### src/rtl/uart_ctrl_pkg.sv
// Shared types and field positions for the UART program loader.
package uart_ctrl_pkg;

  localparam int unsigned DATA_W     = 32;
  localparam int unsigned BYTE_W     = 8;
  localparam int unsigned WORD_W     = 16;
  localparam int unsigned RAVAIL_W   = 16;

  // Slave read-data field positions
  localparam int unsigned RAVAIL_LSB = 16;
  localparam int unsigned RVALID_BIT = 15;
  localparam int unsigned DATA_LSB   = 0;

  // UART data register select
  localparam logic UART_DATA_ADDR = 1'b0;

  typedef enum logic [1:0] {
    ST_IDLE  = 2'd0,
    ST_READ  = 2'd1,
    ST_STORE = 2'd2,
    ST_DONE  = 2'd3
  } state_e;

endpackage

### src/rtl/uart_ctrl_byte_packer.sv
// Packs a byte stream into 16-bit words, high byte first; pads the low
// byte with zero when a burst ends on an odd byte.
module uart_ctrl_byte_packer
  import uart_ctrl_pkg::*;
(
  input  logic              clk_i,
  input  logic              rst_ni,
  input  logic              clear_i,
  input  logic              byte_vld_i,
  input  logic [BYTE_W-1:0] byte_i,
  input  logic              flush_i,
  output logic              word_vld_c_o,
  output logic [WORD_W-1:0] word_c_o
);

  logic [BYTE_W-1:0] hi_q, hi_d;
  logic              have_hi_q, have_hi_d;

  // Word completes on the second byte, or on flush with any byte pending
  always_comb begin
    word_vld_c_o = 1'b0;
    word_c_o     = '0;
    hi_d         = hi_q;
    have_hi_d    = have_hi_q;
    if (have_hi_q) begin
      word_vld_c_o = byte_vld_i | flush_i;
      word_c_o     = {hi_q, (byte_vld_i ? byte_i : BYTE_W'(0))};
    end else begin
      word_vld_c_o = byte_vld_i & flush_i;
      word_c_o     = {byte_i, BYTE_W'(0)};
    end
    if (clear_i || word_vld_c_o) begin
      have_hi_d = 1'b0;
    end else if (byte_vld_i) begin
      hi_d      = byte_i;
      have_hi_d = 1'b1;
    end
  end

  // High-byte holding register
  always_ff @(posedge clk_i or negedge rst_ni) begin
    if (!rst_ni) begin
      hi_q      <= '0;
      have_hi_q <= 1'b0;
    end else begin
      hi_q      <= hi_d;
      have_hi_q <= have_hi_d;
    end
  end

endmodule

### src/rtl/uart_ctrl.sv
// UART program loader: on interrupt, drains the JTAG-UART data register
// over Avalon-MM, packs byte pairs into instruction words and writes them
// to sequential program-memory addresses.
// Optional: `define UART_CTRL_RVALID_CHECK_EN to treat reads with RVALID=0
// as carrying no byte and ending the burst.
module uart_ctrl
  import uart_ctrl_pkg::*;
#(
  parameter int unsigned ADDRESS_WIDTH = 11
) (
  input  logic                     clock_in,
  input  logic                     reset_n_in,
  input  logic [DATA_W-1:0]        readdata_in,
  input  logic                     waitrequest_in,
  input  logic                     irq_in,
  output logic                     chipselect_out,
  output logic                     address_out,
  output logic                     read_n_out,
  output logic                     write_n_out,
  output logic                     memory_wr_out,
  output logic [ADDRESS_WIDTH-1:0] memory_address_out,
  output logic [WORD_W-1:0]        instruction_out
);

  state_e                   state_q, state_d;
  logic                     last_q, last_d;
  logic                     cs_q, cs_d;
  logic                     rd_n_q, rd_n_d;
  logic                     mem_wr_q, mem_wr_d;
  logic [ADDRESS_WIDTH-1:0] mem_addr_q, mem_addr_d;
  logic [WORD_W-1:0]        instr_q, instr_d;

  logic                     read_done_c;
  logic                     ravail_zero_c;
  logic                     byte_vld_c;
  logic                     burst_end_c;
  logic                     word_vld_c;
  logic [WORD_W-1:0]        word_c;

  // Read handshake and burst-end decode
  assign read_done_c   = (state_q == ST_READ) && !waitrequest_in;
  assign ravail_zero_c = (readdata_in[RAVAIL_LSB +: RAVAIL_W] == '0);

`ifdef UART_CTRL_RVALID_CHECK_EN
  logic rvalid_c;
  logic unused_rdata;
  assign rvalid_c     = readdata_in[RVALID_BIT];
  assign byte_vld_c   = read_done_c & rvalid_c;
  assign burst_end_c  = read_done_c & (ravail_zero_c | ~rvalid_c);
  assign unused_rdata = ^readdata_in[RVALID_BIT-1:BYTE_W];
`else
  logic unused_rdata;
  assign byte_vld_c   = read_done_c;
  assign burst_end_c  = read_done_c & ravail_zero_c;
  assign unused_rdata = ^readdata_in[RVALID_BIT:BYTE_W];
`endif

  uart_ctrl_byte_packer u_packer (
    .clk_i        (clock_in),
    .rst_ni       (reset_n_in),
    .clear_i      (state_q == ST_IDLE),
    .byte_vld_i   (byte_vld_c),
    .byte_i       (readdata_in[DATA_LSB +: BYTE_W]),
    .flush_i      (burst_end_c),
    .word_vld_c_o (word_vld_c),
    .word_c_o     (word_c)
  );

  // Next-state and registered-output logic
  always_comb begin
    state_d    = state_q;
    last_d     = last_q;
    mem_addr_d = mem_addr_q;
    instr_d    = instr_q;
    unique case (state_q)
      ST_IDLE: begin
        last_d = 1'b0;
        if (irq_in) state_d = ST_READ;
      end
      ST_READ: begin
        if (read_done_c) begin
          last_d = burst_end_c;
          if (word_vld_c) begin
            instr_d = word_c;
            state_d = ST_STORE;
          end else if (burst_end_c) begin
            state_d = ST_DONE;
          end
        end
      end
      ST_STORE: begin
        mem_addr_d = mem_addr_q + ADDRESS_WIDTH'(1);
        state_d    = last_q ? ST_DONE : ST_READ;
      end
      ST_DONE: begin
        if (!irq_in) state_d = ST_IDLE;
      end
      default: state_d = ST_IDLE;
    endcase
    cs_d     = (state_d == ST_READ);
    rd_n_d   = ~cs_d;
    mem_wr_d = (state_d == ST_STORE);
  end

  // State and output registers
  always_ff @(posedge clock_in or negedge reset_n_in) begin
    if (!reset_n_in) begin
      state_q    <= ST_IDLE;
      last_q     <= 1'b0;
      cs_q       <= 1'b0;
      rd_n_q     <= 1'b1;
      mem_wr_q   <= 1'b0;
      mem_addr_q <= '0;
      instr_q    <= '0;
    end else begin
      state_q    <= state_d;
      last_q     <= last_d;
      cs_q       <= cs_d;
      rd_n_q     <= rd_n_d;
      mem_wr_q   <= mem_wr_d;
      mem_addr_q <= mem_addr_d;
      instr_q    <= instr_d;
    end
  end

  assign chipselect_out     = cs_q;
  assign read_n_out         = rd_n_q;
  assign address_out        = UART_DATA_ADDR;
  assign write_n_out        = 1'b1;
  assign memory_wr_out      = mem_wr_q;
  assign memory_address_out = mem_addr_q;
  assign instruction_out    = instr_q;

endmodule

### config.mk
export PLATFORM = sky130hd
export DESIGN_NAME = uart_ctrl
export DESIGN_NICKNAME = d
export VERILOG_FILES = /design/src/rtl/uart_ctrl_pkg.sv /design/src/rtl/uart_ctrl_byte_packer.sv /design/src/rtl/uart_ctrl.sv
export SDC_FILE = /design/constraint.sdc
export NUM_CORES = 1
export LEC_CHECK = 0
export CORE_MARGIN = 4
export CORE_UTILIZATION = 30
export DETAILED_ROUTE_END_ITERATION = 8
export SLEW_MARGIN = 5
export SYNTH_ARGS = -nofsm -noshare
export SYNTH_HDL_FRONTEND = slang
export SYNTH_SLANG_ARGS = --single-unit
### constraint.sdc
create_clock -name clock_in -period 1.43 [get_ports clock_in]
set_input_delay 0.143 -clock clock_in [delete_from_list [all_inputs] [get_ports clock_in]]
set_output_delay 0.143 -clock clock_in [all_outputs]
set_load 0.1 [all_outputs]
==> results of run 1 <==
logic make-up after synthesis:
group | after synthesis
adders and majority gates | 1
other | 2
and+or+nand+nor | 57
buffers and inverters | 11
DFF | 42
AOI/OAI and AO/OA | 23
xor gates and xnor gates | 10
muxes | 10
metal layers:
metal  GRT usage [%]  vias to the layer above  share of wire, %  routed length (um)
met5               0                        -                 0                   0
met2            20.6                       46                50                2380
met4            4.88                        0               2.3                 110
li1                -                      739                 -                   -
met3            3.29                        8               4.6                 222
met1            17.3                      749                43                2080
stage by stage:
| stage | utilization [%] | setup WS [ns] | instance area (um2) | setup TNS (ns) |
|---|---|---|---|---|
| finish | 54.2 | 0.00215 | 3290 | 0 |
| global route | 54.2 | -0.0549 | 3290 | -0.463 |
| CTS | 52.7 | -0.00783 | 3190 | -0.00783 |
| detailed placement | 49.7 | -0.369 | 3010 | -9.12 |
| global placement | 49.7 | -0.325 | 3010 | -8.43 |
| floorplan | - | -0.141 | 1940 | -0.405 |
power groups by stage:
| stage | Sequential (mW) | Clock, mW | Combinational [mW] |
|---|---|---|---|
| after floorplan | 3.69 | 0 | 0.972 |
| after global placement | 2.09 | 0 | 4.29 |
| after detailed placement | 2.10 | 0 | 4.34 |
| after CTS | 2.08 | 1.17 | 4.45 |
| after global routing | 2.15 | 1.23 | 4.66 |
| final | 2.09 | 1.14 | 4.49 |
final timing paths:
path | start | end | slack (ns) | depth (start not counted)
setup / recovery | state_q[1] | u_packer.hi_q[5] | 0.002 | 4
hold / removal | reset_n_in | memory_address_out[5] | 0.25 | 2
setup reg to reg | state_q[1] | u_packer.hi_q[5] | 0.002 | 4
hold reg to reg | u_packer.hi_q[6] | u_packer.hi_q[6] | 0.50 | 1
max in group asynchronous | reset_n_in | memory_address_out[7] | 0.64 | 3
min in group clock_in | u_packer.hi_q[6] | u_packer.hi_q[6] | 0.50 | 1
cells in the mapped netlist:
cell / number
dfrtp_1: 41
nor3_1: 16
nand2_1: 10
a22o_1: 8
mux2_1: 8
nor4_1: 8
o22ai_1: 8
xnor2_1: 8
nand3_1: 5
and3_1: 3
buf_2: 3
nor4_4: 3
and4_1: 2
buf_4: 2
buf_6: 2
clkbuf_1: 2
conb_1: 2
mux2_2: 2
xor2_1: 2
a21oi_1: 1
and4b_1: 1
clkinv_1: 1
dfstp_2: 1
ha_1: 1
inv_2: 1
nand3_2: 1
nand4_1: 1
nand4_2: 1
nor2_1: 1
nor2_2: 1
nor2b_1: 1
nor2b_2: 1
nor3b_4: 1
nor4_2: 1
o21ai_0: 1
o21ai_1: 1
o21ai_4: 1
o311a_1: 1
o311ai_1: 1
o31a_1: 1
flip-flops by register name (all words and copies together), names as in the netlist:
register and cells:
read_n_out 1, u_packer.hi_q 8, memory_address_out 11, chipselect_out 1, state_q 2, last_q 1, u_packer.have_hi_q 1, instruction_out 16
memory_wr_out 1
what timing repair did:
action / in CTS / in global routing
setup buffers: 1 / 2
resized for setup: 14 / 19
endpoints found under the setup margin: 21 / 27
hold buffers: 1 / 0
pin swaps: 7 / 9
cloned: 1 / 0
hold endpoints to repair: 10 / 0
area by class of cell:
cell class | instances | area share, %
Clock inverter | 2 | 1.83
Inverter | 2 | 0.343
Multi-Input combinational cell | 104 | 27.1
Tap cell | 75 | 2.85
Timing Repair Buffer | 82 | 32.9
Sequential cell | 42 | 32.5
Clock buffer | 6 | 2.51
==> metrics.md, run 1 <==
| Metric | Value |
|---|---|
| Post-synthesis sequential area ratio | 55.2% |
| Clock Sinks | 42 |
| Routed wire length | 4790 um |
| Hold/Removal Path Class | primary input to async pin |
| First-pass GRT wire length | 7770 um |
| Total GRT Usage | 13.1% |
| Final Hold Slack | 0.253 ns |
| Nets | 274 |
| Via Count | 1542 |
| Drt initial violations | 99 |
| XOR/XNOR Fraction of Synth Area | 4.59% |
| Dpl hpwl | 3490 um |
| Area grow syn2layout | 72.4% |
| Detail Route Antenna Nets | 0 |
| Synth warn | 0 |
| Syn Inst Count | 156 |
| CP Buf/Inv Count | 1 |
| Cell family with most CP delay | flip-flops |
| CP arrival | 1.60 ns |
| Initial core utilization | 31.5% |
| Seq cells post-synth | 42 |
| Crit end category | flop |
| CP max stage delay | 0.45 ns |
| Final non-filler cell total | 313 |
| Worst skew pair latency | 0.29 ns |
| Final setup skew | 0.00675 ns |
| Slew Viols, Final | 0 |
| Status | completed |
| Fmax | 0.700 GHz |
| Commonest non-fill, non-tap cell in the layout | dfrtp_1 |
| Largest net degree at the start of global routing | 20 |
| Core Footprint | 0.00606 mm2 |
| Final setup viols | 0 |
| H-Tree Depth | 2 |
| 1st-pass router iterations | 4 |
| Highest-count cells in the layout ignoring fill and taps | 32 x dfrtp_1, 31 x buf_12, 20 x buf_4 |
| Internal | 4.20 mW |
| Area leader, netlist | dfrtp_1 |
| Synth Area in Simple Gates | 20.3% |
| Drt wl/cell | 15.3 um |
| Multi-input logic area | 891 um2 |
| Mean Syn Cell Area | 12.2 um2 |
| Setup crit start kind | flop |
| Comb pwr share | 58.1% |
| Max cap viols | 0 |
| Die W | 87.7 um |
| RSZ-0062 raised after global routing | true |
| Area contributors post-synth | dfrtp_1 54%, mux2_1 4.7%, nor3_1 4.2% |
| Synth cell types | 40 |
| Switch Pwr | 3.52 mW |
| Compound-cell area share of the yosys netlist | 9.38% |
| IO Port Bufs | 57 |
| Crit path cell chain | nor3b_4 -> buf_12 -> nand3_4 -> mux2_4 |
| Final hold vios | 0 |
| CP max-delay cell | dfrtp_2 |
| VDD IR max | 1.60 mV |
| Sequential Power Share | 27.1% |
| Dpl cells | 300 |
| Clk pwr share | 14.8% |
| Fillcell total | 515 |
| Final cycle utilization of the critical path | 99.8% |
| Total power | 7.72 mW |
| Clock-pin slew on the worst setup and hold paths | 0.08 ns |
| Crit Path Class | flop to flop |
| CTS root buffer | clkbuf_8 |
| Power per cell area | 2350 mW/mm2 |
| Die area | 0.00770 mm2 |
| Sw Ratio | 45.5% |
| Gr ovfl total | 0 |
| CP max FO | 7 |
| Post-synth net total | 193 |
| Initial antenna violation count | 0 |
| I/O pin count | 68 |
| Antenna fix cells | 0 |
| Synth top area share | 53.8% |
| Pleak | 1.43 nW |
| Die height | 87.7 um |
| Mapped cell area | 0.00191 mm2 |
| Worst Path Required | 1.60 ns |
| Minimum clock period | 1.43 ns |
| DRC errors left | 0 |
| Largest family of logic cells by synthesized area | simple AND/OR/NAND/NOR gates |
| Adder-Cell Fraction of Synth Area | 0.656% |
| Vias per cell | 4.93 |
| Num rows | 28 |
| CTS tree | yes |
| Layout cells sized above 1 | 42.9% |
| TritonCTS Buffers | 5 |
| Register area | 0.00107 mm2 |
| Maximum buffer depth of the clock tree | 2 |
| Proportion of synthesized area in mux cells | 5.91% |
| RD Place Congestion | 0.756 |
| Vias in the first global route | 1534 |
No activity file was read; power rests on OpenSTA's default activity.
==> inputs of run 2 (changes only) <==
--- a/config.mk
+++ b/config.mk
@@ -8,7 +8,9 @@
 export CORE_MARGIN = 4
 export CORE_UTILIZATION = 30
 export DETAILED_ROUTE_END_ITERATION = 8
+export SKIP_CTS_REPAIR_TIMING = 1
 export SLEW_MARGIN = 5
 export SYNTH_ARGS = -nofsm -noshare
 export SYNTH_HDL_FRONTEND = slang
 export SYNTH_SLANG_ARGS = --single-unit
+export TNS_END_PERCENT = 10
==> metrics.md, run 2 (synthesized netlist as in run 1, its figures left out) <==
| Metric | Value |
|---|---|
| Clk pwr share | 9.6% |
| Switch Pwr | 3.56 mW |
| Highest-count cells in the layout ignoring fill and taps | 31 x buf_12, 30 x dfrtp_1, 17 x buf_4 |
| Die area | 0.00770 mm2 |
| Via Count | 1570 |
| CP max stage delay | 0.44 ns |
| Total GRT Usage | 13.2% |
| Sequential Power Share | 28.6% |
| Initial core utilization | 31.5% |
| Final setup viols | 0 |
| Power per cell area | 2240 mW/mm2 |
| Clock Sinks | 42 |
| Vias in the first global route | 1562 |
| Setup crit start kind | primary input |
| Drt wl/cell | 16.0 um |
| RD Place Congestion | 0.764 |
| Comb pwr share | 61.8% |
| Routed wire length | 5000 um |
| CTS tree | yes |
| Sw Ratio | 48.0% |
| Largest register FFs | 16 |
| Final setup skew | 0.00602 ns |
| Fillcell total | 497 |
| CP arrival | 1.58 ns |
| Critical path endpoint | instruction_out[12] |
| TritonCTS Buffers | 5 |
| Worst Path Required | 1.60 ns |
| Worst path depth | 6 |
| Maximum buffer depth of the clock tree | 2 |
| Clock-pin slew on the worst setup and hold paths | 0.07 ns |
| 1st-pass router iterations | 4 |
| Commonest non-fill, non-tap cell in the layout | buf_12 |
| Fmax | 0.706 GHz |
| Crit path cell chain | clkdlybuf4s50_1 -> nor4_4 -> nand4_4 -> buf_6 -> nor4_1 -> nor3_1 |
| Critical R2R Capture | instruction_out[12] |
| Internal | 3.86 mW |
| Crit end category | flop |
| CP max FO | 8 |
| IO Port Bufs | 57 |
| DP Area | 0.00299 mm2 |
| Core Footprint | 0.00606 mm2 |
| Reg2reg start | state_q[1] |
| Cell family with most CP delay | simple AND/OR/NAND/NOR gates |
| DRC errors left | 0 |
| Die height | 87.7 um |
| Antenna fix cells | 0 |
| Gr ovfl total | 0 |
| Total power | 7.42 mW |
| Crit Path Class | primary input to flop |
| CTS root buffer | clkbuf_8 |
| Drt initial violations | 71 |
| Status | completed |
| Detail Route Antenna Nets | 0 |
| Layout cells sized above 1 | 43.7% |
| Largest net degree at the start of global routing | 29 |
| Die W | 87.7 um |
| Setup crit start | readdata_in[20] |
| I/O pin count | 68 |
| VDD IR max | 1.43 mV |
| Final Cell Area | 0.00331 mm2 |
| Dpl hpwl | 3550 um |
| Slew Viols, Final | 0 |
| Vias per cell | 5.02 |
| Nets | 274 |
| Area grow syn2layout | 73.4% |
| RSZ-0062 raised after global routing | true |
| H-Tree Depth | 2 |
| Final cycle utilization of the critical path | 99.1% |
| Num rows | 28 |
| CP Buf/Inv Count | 2 |
| Hold/Removal Path Class | primary input to async pin |
| Final hold vios | 0 |
| First-pass GRT wire length | 7750 um |
| Max cap viols | 0 |
| CP max-delay cell | clkdlybuf4s50_1 |
| R2R cell count | 5 |
| Worst skew pair latency | 0.29 ns |
| Initial antenna violation count | 0 |
| R2R Setup Slk | 0.04 ns |
| Pleak | 1.46 nW |
| Minimum clock period | 1.42 ns |
-- run 2: cell types whose count changed in the layout (fill, tap and decap cells not counted), moves of 3 or more --
cell            previous run  this run
dlygate4sd2_1              8         0
dlymetal6s2s_1             4        11
buf_4                     20        17
clkbuf_1                   0         3
-- run 2: worst reg2reg max path, stage by stage, from the launching register on --
cell and delay (ns):
dfrtp_2 0.45, nor2_1 0.18, nand2_2 0.11, buf_4 0.17, nor4_1 0.27, nor3_1 0.10
-- run 2: layer usage --
| metal | part of all wire (%) | routed length [um] | GRT usage (%) |
|---|---|---|---|
| met1 | 43 | 2160 | 16.6 |
| met2 | 51 | 2560 | 22.1 |
| met3 | 3.4 | 172 | 3.29 |
| met4 | 2.0 | 100 | 4.60 |
| met5 | 0 | 0 | 0 |
-- run 2: through the flow --
step	util, %	TNS, ns	setup WS (ns)	instances	hold WS [ns]
6_report	54.6	0	0.0127	313	0.286
5_1_grt	54.6	-0.157	-0.0816	313	0.303
4_1_cts	50.6	-1.97	-0.142	306	-0.243
3_5_place_dp	49.3	-9.81	-0.384	298	0.0794
3_3_place_gp	49.3	-8.95	-0.351	298	0.0749
2_1_floorplan	-	-0.953	-0.141	156	-0.153
-- run 2: worst min path at each step --
stage	endpoint	slack [ns]	cells past startpoint
2_1_floorplan	chipselect_out	-0.15	0
3_3_place_gp	memory_address_out[7]	0.07	1
3_5_place_dp	memory_address_out[7]	0.08	1
4_1_cts	memory_address_out[7]	-0.24	1
5_1_grt	memory_address_out[6]	0.30	2
6_report	memory_address_out[7]	0.29	2
-- run 2: layout make-up --
class	count	area (um2)	share of cell area, %
repair buffers	81	1110	33.6
flip-flops and latches	42	1070	32.4
multi-input cells	105	940	28.4
well taps	75	93.8	2.84
clock buffers	8	80.1	2.42
inverters	2	11.3	0.341
-- run 2: power groups by stage --
stage	Sequential, mW	Combinational [mW]	Clock [mW]
floorplan	3.69	0.952	0
global placement	2.10	4.23	0
detailed placement	2.11	4.28	0
CTS	2.09	4.28	0.749
global route	2.19	4.79	0.799
finish	2.12	4.59	0.713
